File: config.mk
export PLATFORM = sky130hd
export DESIGN_NAME = pi_digit_stream_flat
export DESIGN_NICKNAME = d
export VERILOG_FILES = /design/src/rtl/pi_digit_stream_if.sv /design/src/rtl/pi_digit_stream.sv /design/src/flat_wrapper.sv
export SDC_FILE = /design/constraint.sdc
export NUM_CORES = 1
export LEC_CHECK = 0
export CAP_MARGIN = 20
export CELL_PAD_IN_SITES_DETAIL_PLACEMENT = 1
export CELL_PAD_IN_SITES_GLOBAL_PLACEMENT = 2
export CORE_MARGIN = 3
export CORE_UTILIZATION = 35
export CTS_CLUSTER_DIAMETER = 200
export DETAILED_ROUTE_END_ITERATION = 8
export GPL_TIMING_DRIVEN = 0
export PLACE_DENSITY = 0.82
export REMOVE_ABC_BUFFERS = 1
export SYNTH_ARGS = -nofsm -noshare
export SYNTH_HDL_FRONTEND = slang
export SYNTH_SLANG_ARGS = --single-unit
export TNS_END_PERCENT = 5
File: constraint.sdc
create_clock -name clk -period 2.4 [get_ports clk]
set_clock_uncertainty 0.05 [all_clocks]
set_input_delay 0.48 -clock clk [delete_from_list [all_inputs] [get_ports clk]]
set_output_delay 0.48 -clock clk [all_outputs]
set_load 0.005 [all_outputs]
File: src/rtl/pi_digit_stream_if.sv
// Digit stream from the pi readout block to the VGA text renderer.
// The master drives a 4-bit digit code with valid; the slave answers with ready.
interface pi_digit_stream_if;
    logic [3:0] dig;
    logic       dig_valid;
    logic       dig_ready;

    modport master (output dig, output dig_valid, input dig_ready);
    modport slave  (input dig, input dig_valid, output dig_ready);
endinterface

File: src/rtl/pi_digit_stream.sv
// Walks the pi engine's sum RAM from the integer limb down to limb 0.
// Each base-1000 limb becomes BCD through a serial double-dabble and is streamed out as digit codes.
module pi_digit_stream #(
    parameter int L        = 230,
    parameter int ADR_BITS = 10,
    parameter int N        = 10,
    parameter int RAMDELAY = 2
) (
    input  logic                clk,
    input  logic                rst,
    input  logic                start,
    output logic [ADR_BITS-1:0] rdadd,
    input  logic [N-1:0]        rdq,
    pi_digit_stream_if.master   dout,
    output logic                busy,
    output logic                done,
    output logic                ovf
);

    localparam logic [2:0] S_IDLE = 3'd0;
    localparam logic [2:0] S_WAIT = 3'd1;
    localparam logic [2:0] S_CONV = 3'd2;
    localparam logic [2:0] S_EMIT = 3'd3;
    localparam logic [2:0] S_NEXT = 3'd4;

    localparam int WCNT_W = $clog2(RAMDELAY + 1);
    localparam int CNT_W  = $clog2(N + 1);
    localparam logic [ADR_BITS-1:0] LAST_ADR  = ADR_BITS'(L - 1);
    localparam logic [WCNT_W-1:0]   WAIT_LAST = WCNT_W'(RAMDELAY - 1);
    localparam logic [CNT_W-1:0]    CONV_LAST = CNT_W'(N - 1);

    logic [2:0]          state_q, state_d;
    logic [ADR_BITS-1:0] rdadd_q, rdadd_d;
    logic [WCNT_W-1:0]   wcnt_q, wcnt_d;
    logic [CNT_W-1:0]    cnt_q, cnt_d;
    logic [N-1:0]        limb_q, limb_d;
    logic [11:0]         bcd_q, bcd_d;
    logic [1:0]          eidx_q, eidx_d;
    logic [3:0]          dig_q, dig_d;
    logic                dig_valid_q, dig_valid_d;
    logic                busy_q, busy_d;
    logic                done_q, done_d;
    logic                ovf_q, ovf_d;

    logic [11:0] bcd_adj;
    logic [11:0] bcd_shift;
    logic        is_int;
    logic [1:0]  last_idx;

    // The integer limb shows only its ones digit followed by the decimal point.
    function automatic logic [3:0] digit_at(input logic [11:0] b, input logic int_limb,
                                            input logic [1:0] idx);
        logic [3:0] d;
        if (int_limb) begin
            d = (idx == 2'd0) ? b[3:0] : 4'hA;
        end else begin
            case (idx)
                2'd0:    d = b[11:8];
                2'd1:    d = b[7:4];
                default: d = b[3:0];
            endcase
        end
        return d;
    endfunction

    always_comb begin
        bcd_adj = bcd_q;
        for (int i = 0; i < 3; i++) begin
            if (bcd_q[4*i +: 4] >= 4'd5) bcd_adj[4*i +: 4] = bcd_q[4*i +: 4] + 4'd3;
        end
        bcd_shift = {bcd_adj[10:0], limb_q[N-1]};
        is_int    = (rdadd_q == LAST_ADR);
        last_idx  = is_int ? 2'd1 : 2'd2;
    end

    always_comb begin
        state_d     = state_q;
        rdadd_d     = rdadd_q;
        wcnt_d      = wcnt_q;
        cnt_d       = cnt_q;
        limb_d      = limb_q;
        bcd_d       = bcd_q;
        eidx_d      = eidx_q;
        dig_d       = dig_q;
        dig_valid_d = dig_valid_q;
        busy_d      = busy_q;
        done_d      = 1'b0;
        ovf_d       = ovf_q;
        case (state_q)
            S_IDLE: begin
                if (start) begin
                    rdadd_d = LAST_ADR;
                    wcnt_d  = '0;
                    ovf_d   = 1'b0;
                    busy_d  = 1'b1;
                    state_d = S_WAIT;
                end
            end
            S_WAIT: begin
                if (wcnt_q == WAIT_LAST) begin
                    limb_d  = rdq;
                    bcd_d   = '0;
                    cnt_d   = '0;
                    state_d = S_CONV;
                end else begin
                    wcnt_d = wcnt_q + 1'b1;
                end
            end
            S_CONV: begin
                // A bit leaving the hundreds nibble is a thousands carry: limb was above 999.
                bcd_d  = bcd_shift;
                limb_d = limb_q << 1;
                if (bcd_adj[11]) ovf_d = 1'b1;
                if (cnt_q == CONV_LAST) begin
                    if (is_int && (bcd_shift[11:4] != 8'd0)) ovf_d = 1'b1;
                    eidx_d      = 2'd0;
                    dig_d       = digit_at(bcd_shift, is_int, 2'd0);
                    dig_valid_d = 1'b1;
                    state_d     = S_EMIT;
                end else begin
                    cnt_d = cnt_q + 1'b1;
                end
            end
            S_EMIT: begin
                if (dig_valid_q && dout.dig_ready) begin
                    if (eidx_q == last_idx) begin
                        dig_valid_d = 1'b0;
                        state_d     = S_NEXT;
                    end else begin
                        eidx_d = eidx_q + 2'd1;
                        dig_d  = digit_at(bcd_q, is_int, eidx_q + 2'd1);
                    end
                end
            end
            S_NEXT: begin
                if (rdadd_q == '0) begin
                    done_d  = 1'b1;
                    busy_d  = 1'b0;
                    state_d = S_IDLE;
                end else begin
                    rdadd_d = rdadd_q - 1'b1;
                    wcnt_d  = '0;
                    state_d = S_WAIT;
                end
            end
            default: state_d = S_IDLE;
        endcase
    end

    always_ff @(posedge clk or negedge rst) begin
        if (!rst) begin
            state_q     <= S_IDLE;
            rdadd_q     <= '0;
            wcnt_q      <= '0;
            cnt_q       <= '0;
            limb_q      <= '0;
            bcd_q       <= '0;
            eidx_q      <= '0;
            dig_q       <= '0;
            dig_valid_q <= 1'b0;
            busy_q      <= 1'b0;
            done_q      <= 1'b0;
            ovf_q       <= 1'b0;
        end else begin
            state_q     <= state_d;
            rdadd_q     <= rdadd_d;
            wcnt_q      <= wcnt_d;
            cnt_q       <= cnt_d;
            limb_q      <= limb_d;
            bcd_q       <= bcd_d;
            eidx_q      <= eidx_d;
            dig_q       <= dig_d;
            dig_valid_q <= dig_valid_d;
            busy_q      <= busy_d;
            done_q      <= done_d;
            ovf_q       <= ovf_d;
        end
    end

    assign rdadd          = rdadd_q;
    assign dout.dig       = dig_q;
    assign dout.dig_valid = dig_valid_q;
    assign busy           = busy_q;
    assign done           = done_q;
    assign ovf            = ovf_q;

endmodule
File: src/flat_wrapper.sv
// flat-port wrapper written by rule: the top's interface ports become plain ports
module pi_digit_stream_flat 
#(
    parameter int L        = 230,
    parameter int ADR_BITS = 10,
    parameter int N        = 10,
    parameter int RAMDELAY = 2
)
  (clk, rst, start, rdadd, rdq, busy, done, ovf, dout_dig, dout_dig_valid, dout_dig_ready);
  pi_digit_stream_if dout_i ();
  input  logic clk;
  input  logic rst;
  input  logic start;
  output logic [ADR_BITS-1:0] rdadd;
  input  logic [N-1:0] rdq;
  output logic busy;
  output logic done;
  output logic ovf;
  output wire logic [$bits(dout_i.dig)-1:0] dout_dig;
  output wire logic [$bits(dout_i.dig_valid)-1:0] dout_dig_valid;
  input wire logic [$bits(dout_i.dig_ready)-1:0] dout_dig_ready;
  assign dout_dig = dout_i.dig;
  assign dout_dig_valid = dout_i.dig_valid;
  assign dout_i.dig_ready = dout_dig_ready;
  pi_digit_stream #(.L(L), .ADR_BITS(ADR_BITS), .N(N), .RAMDELAY(RAMDELAY)) u_core (.clk(clk), .rst(rst), .start(start), .rdadd(rdadd), .rdq(rdq), .dout(dout_i), .busy(busy), .done(done), .ovf(ovf));
endmodule
After elaboration in Yosys (flattened, before gate mapping)
Index checks and enable logic that the tools add are counted.
- register bits after elaboration: 51
- input bits: 14
- output and inout bits: 18
- logic and storage cells: 112
- $add $sub $neg: 7
- order comparisons: 3
- equal/unequal tests: 19
- mux-type cells: 51
- reduce and logical (&&, ||, !) cells: 20
- operators with widths (kind ; number):
    4-bit two-way mux ; 11
    10-bit case mux with 2 select lines ; 2
    10-bit two-way mux ; 3
    12-bit case mux with 2 select lines ; 1
    4-bit case mux with 2 select lines ; 3
    3-bit two-way mux ; 5
    3-bit case mux with 5 select lines ; 1
    2-bit two-way mux ; 7
    4-bit by 2-bit adder with 4-bit output, second input constant ; 3
    4-bit by 3-bit greater-or-equal comparator with 1-bit output, second input constant ; 3
    1-bit two-way mux ; 12
    12-bit two-way mux ; 1
    4-bit AND reduction ; 3
    10-bit by 8-bit == test with 1-bit output, second input constant ; 1
    10-bit logical NOT ; 1
    2-bit by 1-bit inequality test with 1-bit output, second input constant ; 5
    2-bit inequality test, second input constant ; 5
    10-bit by 1-bit subtractor with 10-bit output, second input constant ; 1
    3-bit AND reduction ; 3
    2-bit nonzero test ; 4
    8-bit nonzero test ; 1
    3-bit by 2-bit == test with 1-bit output, second input constant ; 2
    1-bit case mux with 2 select lines ; 3
    2-bit case mux with 3 select lines ; 1
    14 further kinds ; 18

Depth between registers and ports, before layout
Gate-level depths: netlist of run 1.
- depth in word-level cells: 7
- gate-level depth with buffers: 8
- mapped depth without buffers: 7

Least setup slack after synthesis of run 1
OpenSTA, ideal clock, no wires.
- kind: flip-flop to flip-flop
- from: register u_core.rdadd_q[4], in the netlist u_core.rdadd[4]
- to: register u_core.rdadd_q[6], in the netlist u_core.rdadd[6]
- library setup time: 131 ps
- data arrival time: 1760 ps
- required time: 2219 ps
- slack: 459 ps
- cell stages (with the launch flop): 7
- buffers on the path: 1
- clock period less this slack: 1941 ps
- cells stage by stage: dfrtp_1 -> buf_4 -> nor4_2 -> a31oi_4 -> o21ai_2 -> nor4_1 -> or3_1
- cells in the longest elaborated chain, start to end: 3
- elaborated cells on any way between the ends: 6
- those cells by class: add/sub: 1; eq/ne: 1; mux: 2; reduce/logical: 2
- RTL lines (item ; RTL line ; text):
    start, declared ; pi_digit_stream.sv:33 ; logic [ADR_BITS-1:0] rdadd_q, rdadd_d;
    start signal, assigned ; pi_digit_stream.sv:166 ; rdadd_q <= rdadd_d;
    10-bit by 1-bit subtractor with 10-bit output or 10-bit logical NOT (tied branches) ; pi_digit_stream.sv:141, pi_digit_stream.sv:136 ;
    10-bit two-way mux or 2-bit inequality test (tied branches) ; -- ;
    10-bit case mux with 2 select lines or 3-bit AND reduction (tied branches) ; -- ;
Parallel ways exist; a longest one is shown, timed or not. The select of a mux whose other input is x is not followed.
A chain may end at the register's enable or synchronous reset.

Worst setup path after layout of run 1
- from: register u_core.state_q[0]
- to: register u_core.rdadd_q[6], in the netlist u_core.rdadd[6]
- cells in the longest elaborated chain, start to end: 3
- elaborated cells on any way between the ends: 7
- those cells by class: eq/ne: 3; mux: 1; reduce/logical: 3
- RTL lines (item ; RTL line ; text):
    start, declared ; pi_digit_stream.sv:32 ; logic [2:0] state_q, state_d;
    start signal, assigned ; pi_digit_stream.sv:165 ; state_q <= state_d;
    3-bit == test or 3-bit logical NOT (tied branches) ; pi_digit_stream.sv:89 ; case (state_q)
    2-bit inequality test (no line) or 2-bit nonzero test (tied branches) ; -- ;
    3-bit AND reduction (no line) ; -- ;
Parallel ways exist; a longest one is shown, timed or not.

==> metrics list, run 1 <==
- The run finished with clean final reports.
* Global-route wire length before repair: 13.6 mm
- Via count: 2611
- Time the final worst path needs with I/O delays and setup: 2220 ps
* Vias in the first global route: 2624
* Period Utilization, post-route: 92.4%
- At the end of the flow, the number of nets in the layout was 394.
- Number of sinks handled by clock tree synthesis: 51
* Height of the die: 101 µm
- Slew headroom: 49.5%
* Antenna-violating nets left: 0
- Buffers inserted by post-CTS timing repair: 0
* Share of flip-flops with an asynchronous set or reset after synthesis: 100%
* Library cell with the largest summed area after synthesis: sky130_fd_sc_hd__dfrtp_1
- The number of antenna diodes in the final layout is 0.
- Multiplexer fraction of the synthesized cell area: 1.32%
- The synthesized netlist devotes 20.3% of its cell area to compound gates.
- Clock-pin slew was measured on the worst setup and hold paths at 90 ps.
* Cells after synthesis: 344
- LEAKAGE: 1.50 nW
- The share of total power dissipated in sequential elements is 34.7%.
- The worst setup path is of the reg2reg kind.
* Cell family with the largest share of critical-path delay: simple AND/OR/NAND/NOR gates
- Cells with a size suffix above 1 make up 8.74% of the layout.
- After Yosys synthesis, XOR and XNOR cells account for 3.08% of the synthesized area.
* Slew of the pin with the lowest slew margin: 754 ps
- Setup violations remaining at the end of the flow were counted as 0.
- Count of hold-fix buffers inserted at cts: 0
- Flop and latch count out of synthesis: 51
- Root Buffer Master: sky130_fd_sc_hd__clkbuf_8
- The count of buffers added on input and output ports is 31.
- I/O Pins: 32
- OpenSTA, run right after detailed placement, puts the worst setup slack at -114 ps.
* Comb pwr share: 54.4%
- Worst Path Buf+Inv: 0
- Synthesis Warnings: 0
* Total clock buffers created by CTS: 5
* Wire length reported by the detailed router: 7.87 mm
- At the end of the flow the core is filled with cells to 42.7%.
- Critical Path AT: 2350 ps
* Estimated wirelength of the detail-placed design: 5.85 mm
- Across all register-to-register paths, the minimum setup slack is 180 ps.
- Ranked by total cell area, the synthesized netlist is headed by sky130_fd_sc_hd__dfrtp_1, sky130_fd_sc_hd__ha_1, sky130_fd_sc_hd__nand2_1, sky130_fd_sc_hd__o21ai_0, sky130_fd_sc_hd__nand3_1.
- Maximum clock frequency: 451 MHz
- The first detailed-routing pass took 4 iterations.
* Power density over the cells: 1310 nW/µm²
* Max_cap viols: 0
- Main combinational cell family by area after synthesis: simple AND/OR/NAND/NOR gates
- The critical path goes through or3b_4 -> a31oi_4 -> o21ai_2 -> o31a_1 -> or3_1.
- Clock latency on the worst-skew pair, taken at its later pin, is 300 ps.
- Summed over all layers, the global routing overflow is 0.
* Area share of the largest cell type after synthesis: 40.8%
- Fraction of the yosys area taken by sequential cells: 40.8%
- Among all stages on the critical path, the largest delay is contributed by sky130_fd_sc_hd__dfrtp_1.
- Entering global routing, the biggest net connects 38 pins.
- Placed cells: 464
- Dividing the detail-routed via count by the number of cells gives 5.54.
- Of all nets on the critical path, the largest fanout is 13.
* Syn Std Cell Area: 3130 µm²
- Area of the die: 10100 µm²
* Number of pins exceeding their max-slew limit in the final report: 0
* Switch Pwr: 2.17 mW
- Excluding fillers, the count of instances in the completed layout stands at 471.
- Final setup margin: 183 ps
- Maximum single-stage delay on the critical path: 540 ps
- Kind of end point of the critical path: flop
- Across every metal layer, demand over resource in global routing totals 16.6%.
- Share of synthesized cell area in full adder, half adder and majority cells: 5.60%
- Final weighted congestion of routability-driven global placement: 0.787
- Largest vdd supply drop: 0.403 mV
- Tightest Hold Check Type: in2async
- The H-tree was split into 2 levels.
- A synthesized cell averages 9.10 µm².
- Of the total power, the share spent switching nets is 46.0%.
- Initial antenna violation count: 0
- No sink is reached through more buffers than the 2 on the longest clock path.
- Clk pwr share: 10.9%
- Site row count: 33
* Final hold slack: 27.7 ps
- The final hold violation count was 0.
* Starting density of the core: 37.0%
* Main flop type after synthesis: sky130_fd_sc_hd__dfrtp_1
- Number of design-rule violations left by the first detailed-router iteration: 127
- Area fraction in and, or, nand and nor cells after synthesis: 23.5%
- Placed cell area: 3500 µm²
* Startpoint kind of the worst setup timing path: flop
* Die Wd: 101 µm
- In this run the standard cell core region covers 8460 µm².
- Number of enable flip-flop cells after synthesis: 0
- Unrepaired setup endpoints after global routing: no
- Dividing the detail-routed wire length by the instance count gives 16.7 µm.
- TritonCTS built the clock tree.
* CP Data Required Time: 2540 ps
- DRC violation count after routing: 0
- Cell internal power was estimated by the tool at 2.55 mW.
- The area growth from synthesis to layout is 15.5%.
* Fin area: 3620 µm²
* Distinct cells, synth: 65
-- worst register-to-register path, stage by stage (launching register included) --
cell	delay [ps]
sky130_fd_sc_hd__dfrtp_1	540
sky130_fd_sc_hd__or3b_4	500
sky130_fd_sc_hd__a31oi_4	310
sky130_fd_sc_hd__o21ai_2	150
sky130_fd_sc_hd__o31a_1	250
sky130_fd_sc_hd__or3_1	310
-- timing repair --
item	4_1_cts	5_1_grt
pin swaps	0	0
gates cloned	0	0
setup endpoints to repair	2	6
gates resized for setup	1	8
-- cells in the final DEF, fill, tap and decap left out, drive strengths merged, types with 4 or more instances in the layout --
cell type,n
dfrtp,51
nand2,39
clkdlybuf4s50,30
o21ai,26
inv,20
nor2,20
nand3,17
ha,14
a21oi,12
a22oi,11
nor3,10
nand2b,8
xor2,8
o31ai,6
clkbuf,6
nor2b,5
nor3b,5
or3,5
nand3b,4
o211ai,4
a211oi,4
a31oi,4
-- flip-flops by register name, summed over array words and instances, names as in the netlist --
signal and cells:
u_core.state_q 3, u_core.done 1, u_core.dout.dig_valid 1, u_core.eidx_q 2
u_core.limb_q 10, u_core.wcnt_q 2, u_core.ovf 1, u_core.rdadd 10
u_core.dout.dig 4, u_core.busy 1, u_core.bcd_q 12, u_core.cnt_q 4
-- path summary, 6_finish.rpt --
kind,to,start,depth (start not counted)
min in group clk,u_core.limb_q[5],u_core.limb_q[5],2
worst max-delay path,u_core.rdadd[6],u_core.state_q[0],5
max in group asynchronous,u_core.bcd_q[4],rst,2
worst min register to register,u_core.limb_q[5],u_core.limb_q[5],2
worst min-delay path,u_core.rdadd[2],rst,1
worst max register to register,u_core.rdadd[6],u_core.state_q[0],5
-- cell type report --
type                    count  area, µm²
fillers                   960       4850
multi-input cells         255       1710
repair buffers             33        337
clock buffers               6       82.6
clock inverters             1       5.00
flip-flops and latches     51       1280
inverters                  20       75.1
well taps                 105        131
-- power groups by stage --
stage	combinational, mW	sequential, mW	clock [mW]
after floorplan	1.76	1.53	0
final	2.57	1.64	0.515
after global routing	2.90	1.72	0.570
after CTS	2.56	1.63	0.538
after global placement	2.48	1.63	0
after detailed placement	2.55	1.65	0
-- through the flow --
stage	TNS, ps	power (mW)
final	0	4.72
after global routing	0	5.19
after CTS	0	4.74
after detailed placement	-119	4.20
after global placement	-43840	4.11
after floorplan	0	3.29
-- cell usage after synthesis (all sizes together), types with 4 or more instances --
library cell and count:
nor2 20, nand3 17, nor3 10, a21oi 12
o31ai 6, dfrtp 51, nand3b 4, inv 20
xor2 8, buf 7, a31oi 4, nor2b 5
o211ai 4, nor3b 5, ha 14, o21ai 26
or3 5, clkbuf 11, a22oi 11, a211oi 4
nand2b 8, nand2 39
-- logic make-up (layout without fill, tap and decap cells) --
logic type      after synthesis  count (layout)
compound gates               92              92
xor+xnor                     11              11
fa+ha+maj                    14              14
buf+inv                      38              60
flops                        51              51
mux                           4               4
simple gates                134             134
-- routing by layer --
layer	vias up	GRT usage [%]	part of all wire (%)
met1	1305	23.5	49
met4	0	4.46	0.98
met2	28	26.8	47
met5	-	0	0
met3	7	2.35	2.5
li1	1271	-	-
No activity file was read; power rests on OpenSTA's default activity.
==> inputs of run 2 (changes only) <==
Settings changed: GPL_TIMING_DRIVEN 0 to not set.
==> metrics list, run 2 (synthesized netlist as in run 1, its figures left out) <==
- Result of the run: finished, final reports clean (unchanged)
- Reg-to-reg critical path startpoint: u_core.state_q[2] (was u_core.state_q[0])
- Flip-flop count of the largest register, all copies and words added: 12 (unchanged)
- The die outline area was 10100 µm² (unchanged).
* CP Data Required Time: 2550 ps (was 2540 ps)
* Cell family with the largest share of critical-path delay: simple AND/OR/NAND/NOR gates (unchanged)
- The root buffer cell is sky130_fd_sc_hd__clkbuf_8 (unchanged).
- The count of buffers from port buffering was 31 (unchanged).
* Final hold slack: 138 ps (was 27.7 ps)
- The startpoint-to-endpoint class of the critical path is reg2reg (unchanged).
- Count of hold-fix buffers inserted at cts: 0 (unchanged)
* DRT Pass-1 Iters: 4 (unchanged)
- Pin count of the biggest net entering global routing: 28 (was 38)
- The count of vias placed by the detailed router was 2675 (was 2611).
- The number of buffer and inverter instances along the worst setup path was 0 (unchanged).
- The final estimated routing congestion in global placement came to 0.832 (was 0.787).
- Total power: 4.91 mW (was 4.72 mW)
* Largest buffer count on any clock path: 2 (unchanged)
- Slew of the pin with the lowest slew margin: 682 ps (was 754 ps)
* Time the final worst path needs with I/O delays and setup: 2080 ps (was 2220 ps)
* Placed cell area: 3600 µm² (was 3500 µm²)
- The count of max-cap constraint violations is 0 (unchanged).
- Startpoint kind of the worst setup timing path: flop (unchanged)
- The initial antenna violation count came to 0 (unchanged).
* Critical Path AT: 2230 ps (was 2350 ps)
- Final number of hold-violating endpoints: 0 (unchanged)
- Slew headroom: 54.5% (was 49.5%)
- The class of the most critical hold timing path is in2async (unchanged).
- Master of the slowest instance on the critical path: sky130_fd_sc_hd__dfrtp_1 (unchanged)
- Final count of negative-setup-slack endpoints: 0 (unchanged)
- Starting density of the core: 37.0% (unchanged)
* LEAKAGE: 1.57 nW (was 1.50 nW)
- The path length in cells of the critical path is 5 (unchanged).
- Global route total overflow: 0 (unchanged)
- Fraction of layout cells with a size suffix above 1: 10.5% (was 8.74%)
* Vias in the first global route: 2791 (was 2624)
- Number of pins exceeding their max-slew limit in the final report: 0 (unchanged)
- The number of vias per cell after detailed routing came to 5.52 (was 5.54).
- Antenna-violating nets left: 0 (unchanged)
* DRC violation count after routing: 0 (unchanged)
- The number of clock buffers inserted by TritonCTS is 5 (unchanged).
* Fin nets: 407 (was 394)
- The layout-stage area growth over the synthesis result came to 18.1% (was 15.5%).
- Setup TNS: 0 ps (unchanged)
* Number of sinks handled by clock tree synthesis: 51 (unchanged)
* Insertion delay to the later sink of the worst-skew pair: 310 ps (was 300 ps)
- The count of routing violations after the opening detailed-route iteration was 106 (was 127).
* Die Wd: 101 µm (unchanged)
- Unrepaired setup endpoints after global routing: no (unchanged)
* I/O Pins: 32 (unchanged)
* Total core area: 8460 µm² (unchanged)
- The average wire per standard cell was 17.0 µm (was 16.7 µm).
- Maximum single-stage delay on the critical path: 500 ps (was 540 ps)
- Wire length reported by the detailed router: 8.26 mm (was 7.87 mm)
* Global-route wire length before repair: 14.1 mm (was 13.6 mm)
- The power density over the cells came to 1330 nW/µm² (was 1310 nW/µm²).
* Fin area: 3700 µm² (was 3620 µm²)
- The fmax is 480 MHz (was 451 MHz).
* Commonest non-fill, non-tap cells in the layout: sky130_fd_sc_hd__dfrtp_1, sky130_fd_sc_hd__nand2_1, sky130_fd_sc_hd__clkdlybuf4s50_1 (unchanged)
- The total global routing track utilization was 17.4% (was 16.6%).
- Sequence of cells on the critical path: or3b_4 -> a31oi_4 -> o21ai_2 -> o31a_1 -> or3_1 (unchanged)
- Clock tree from TritonCTS: yes (unchanged)
- Register clock-pin slew on the reported worst setup and hold paths: 110 ps (was 90 ps)
- Site row count: 33 (unchanged)
- The final HPWL from detailed placement is 6.17 mm (was 5.85 mm).
- Buffers inserted by post-CTS timing repair: 0 (unchanged)
- The total inserted antenna cells came to 0 (unchanged).
- Height of the die: 101 µm (unchanged)
- The most common cell after layout, fill and taps aside is sky130_fd_sc_hd__dfrtp_1 (unchanged).
- Start point of the critical path: u_core.state_q[2] (was u_core.state_q[0])
- The highest fanout seen on the critical path came to 9 (was 13).
* Largest vdd supply drop: 0.445 mV (was 0.403 mV)
* H-tree depth reported by CTS: 2 (unchanged)
- Top register by number of flip-flops: u_core.bcd_q (unchanged)
* Length in cells of the worst reg-to-reg path: 5 (unchanged)
- Period Utilization, post-route: 86.7% (was 92.4%)
- The post-cts resize count is 0 (was 1).
* Kind of end point of the critical path: flop (unchanged)
[run 2: cell count changes in the layout (fill, tap and decap cells not counted), sizes merged]
| cell | before | now |
|---|---|---|
| clkinv | 1 | 2 |
| inv | 20 | 21 |
| clkbuf | 6 | 5 |
| buf | 3 | 16 |
[run 2: final timing paths]
path	slack [ps]	endpoint
max	320	u_core.rdadd[6]
min	140	u_core.rdadd[0]
max reg2reg	320	u_core.rdadd[6]
min reg2reg	440	u_core.limb_q[5]
max in group asynchronous	1570	u_core.rdadd[3]
min in group clk	440	u_core.limb_q[5]
[run 2: layer usage]
metal	global-route usage, %	routed length (µm)
met3	2.49	146
met1	25.2	4190
met4	3.42	69
met2	27.6	3850
met5	0	0
[run 2: stage by stage]
stage          util (%)  std cells  setup slack (ps)
2_1_floorplan         -        326               313
3_3_place_gp       42.5        477               328
3_5_place_dp       42.5        477               284
4_1_cts            43.7        485               294
5_1_grt            43.7        485               131
6_report           43.7        485               319
[run 2: cell type report]
| class | instances | area (µm²) |
|---|---|---|
| inverters | 20 | 75.1 |
| fillers | 982 | 4770 |
| clock inverters | 3 | 28.8 |
| multi-input cells | 255 | 1690 |
| well taps | 105 | 131 |
| flip-flops and latches | 51 | 1280 |
| clock buffers | 5 | 68.8 |
| repair buffers | 46 | 430 |
[run 2: worst reg2reg max path, cell delays in order, from the launching register on]
cell	delay, ps
sky130_fd_sc_hd__dfrtp_1	500
sky130_fd_sc_hd__or3b_4	460
sky130_fd_sc_hd__a31oi_4	290
sky130_fd_sc_hd__o21ai_2	140
sky130_fd_sc_hd__o31a_1	250
sky130_fd_sc_hd__or3_1	300
[run 2: report_power, final]
group	total, mW	internal [mW]	switching (mW)
Combinational	2.77	1.23	1.54
Sequential	1.59	1.20	0.394
Clock	0.546	0.217	0.329
Total	4.91	2.65	2.26
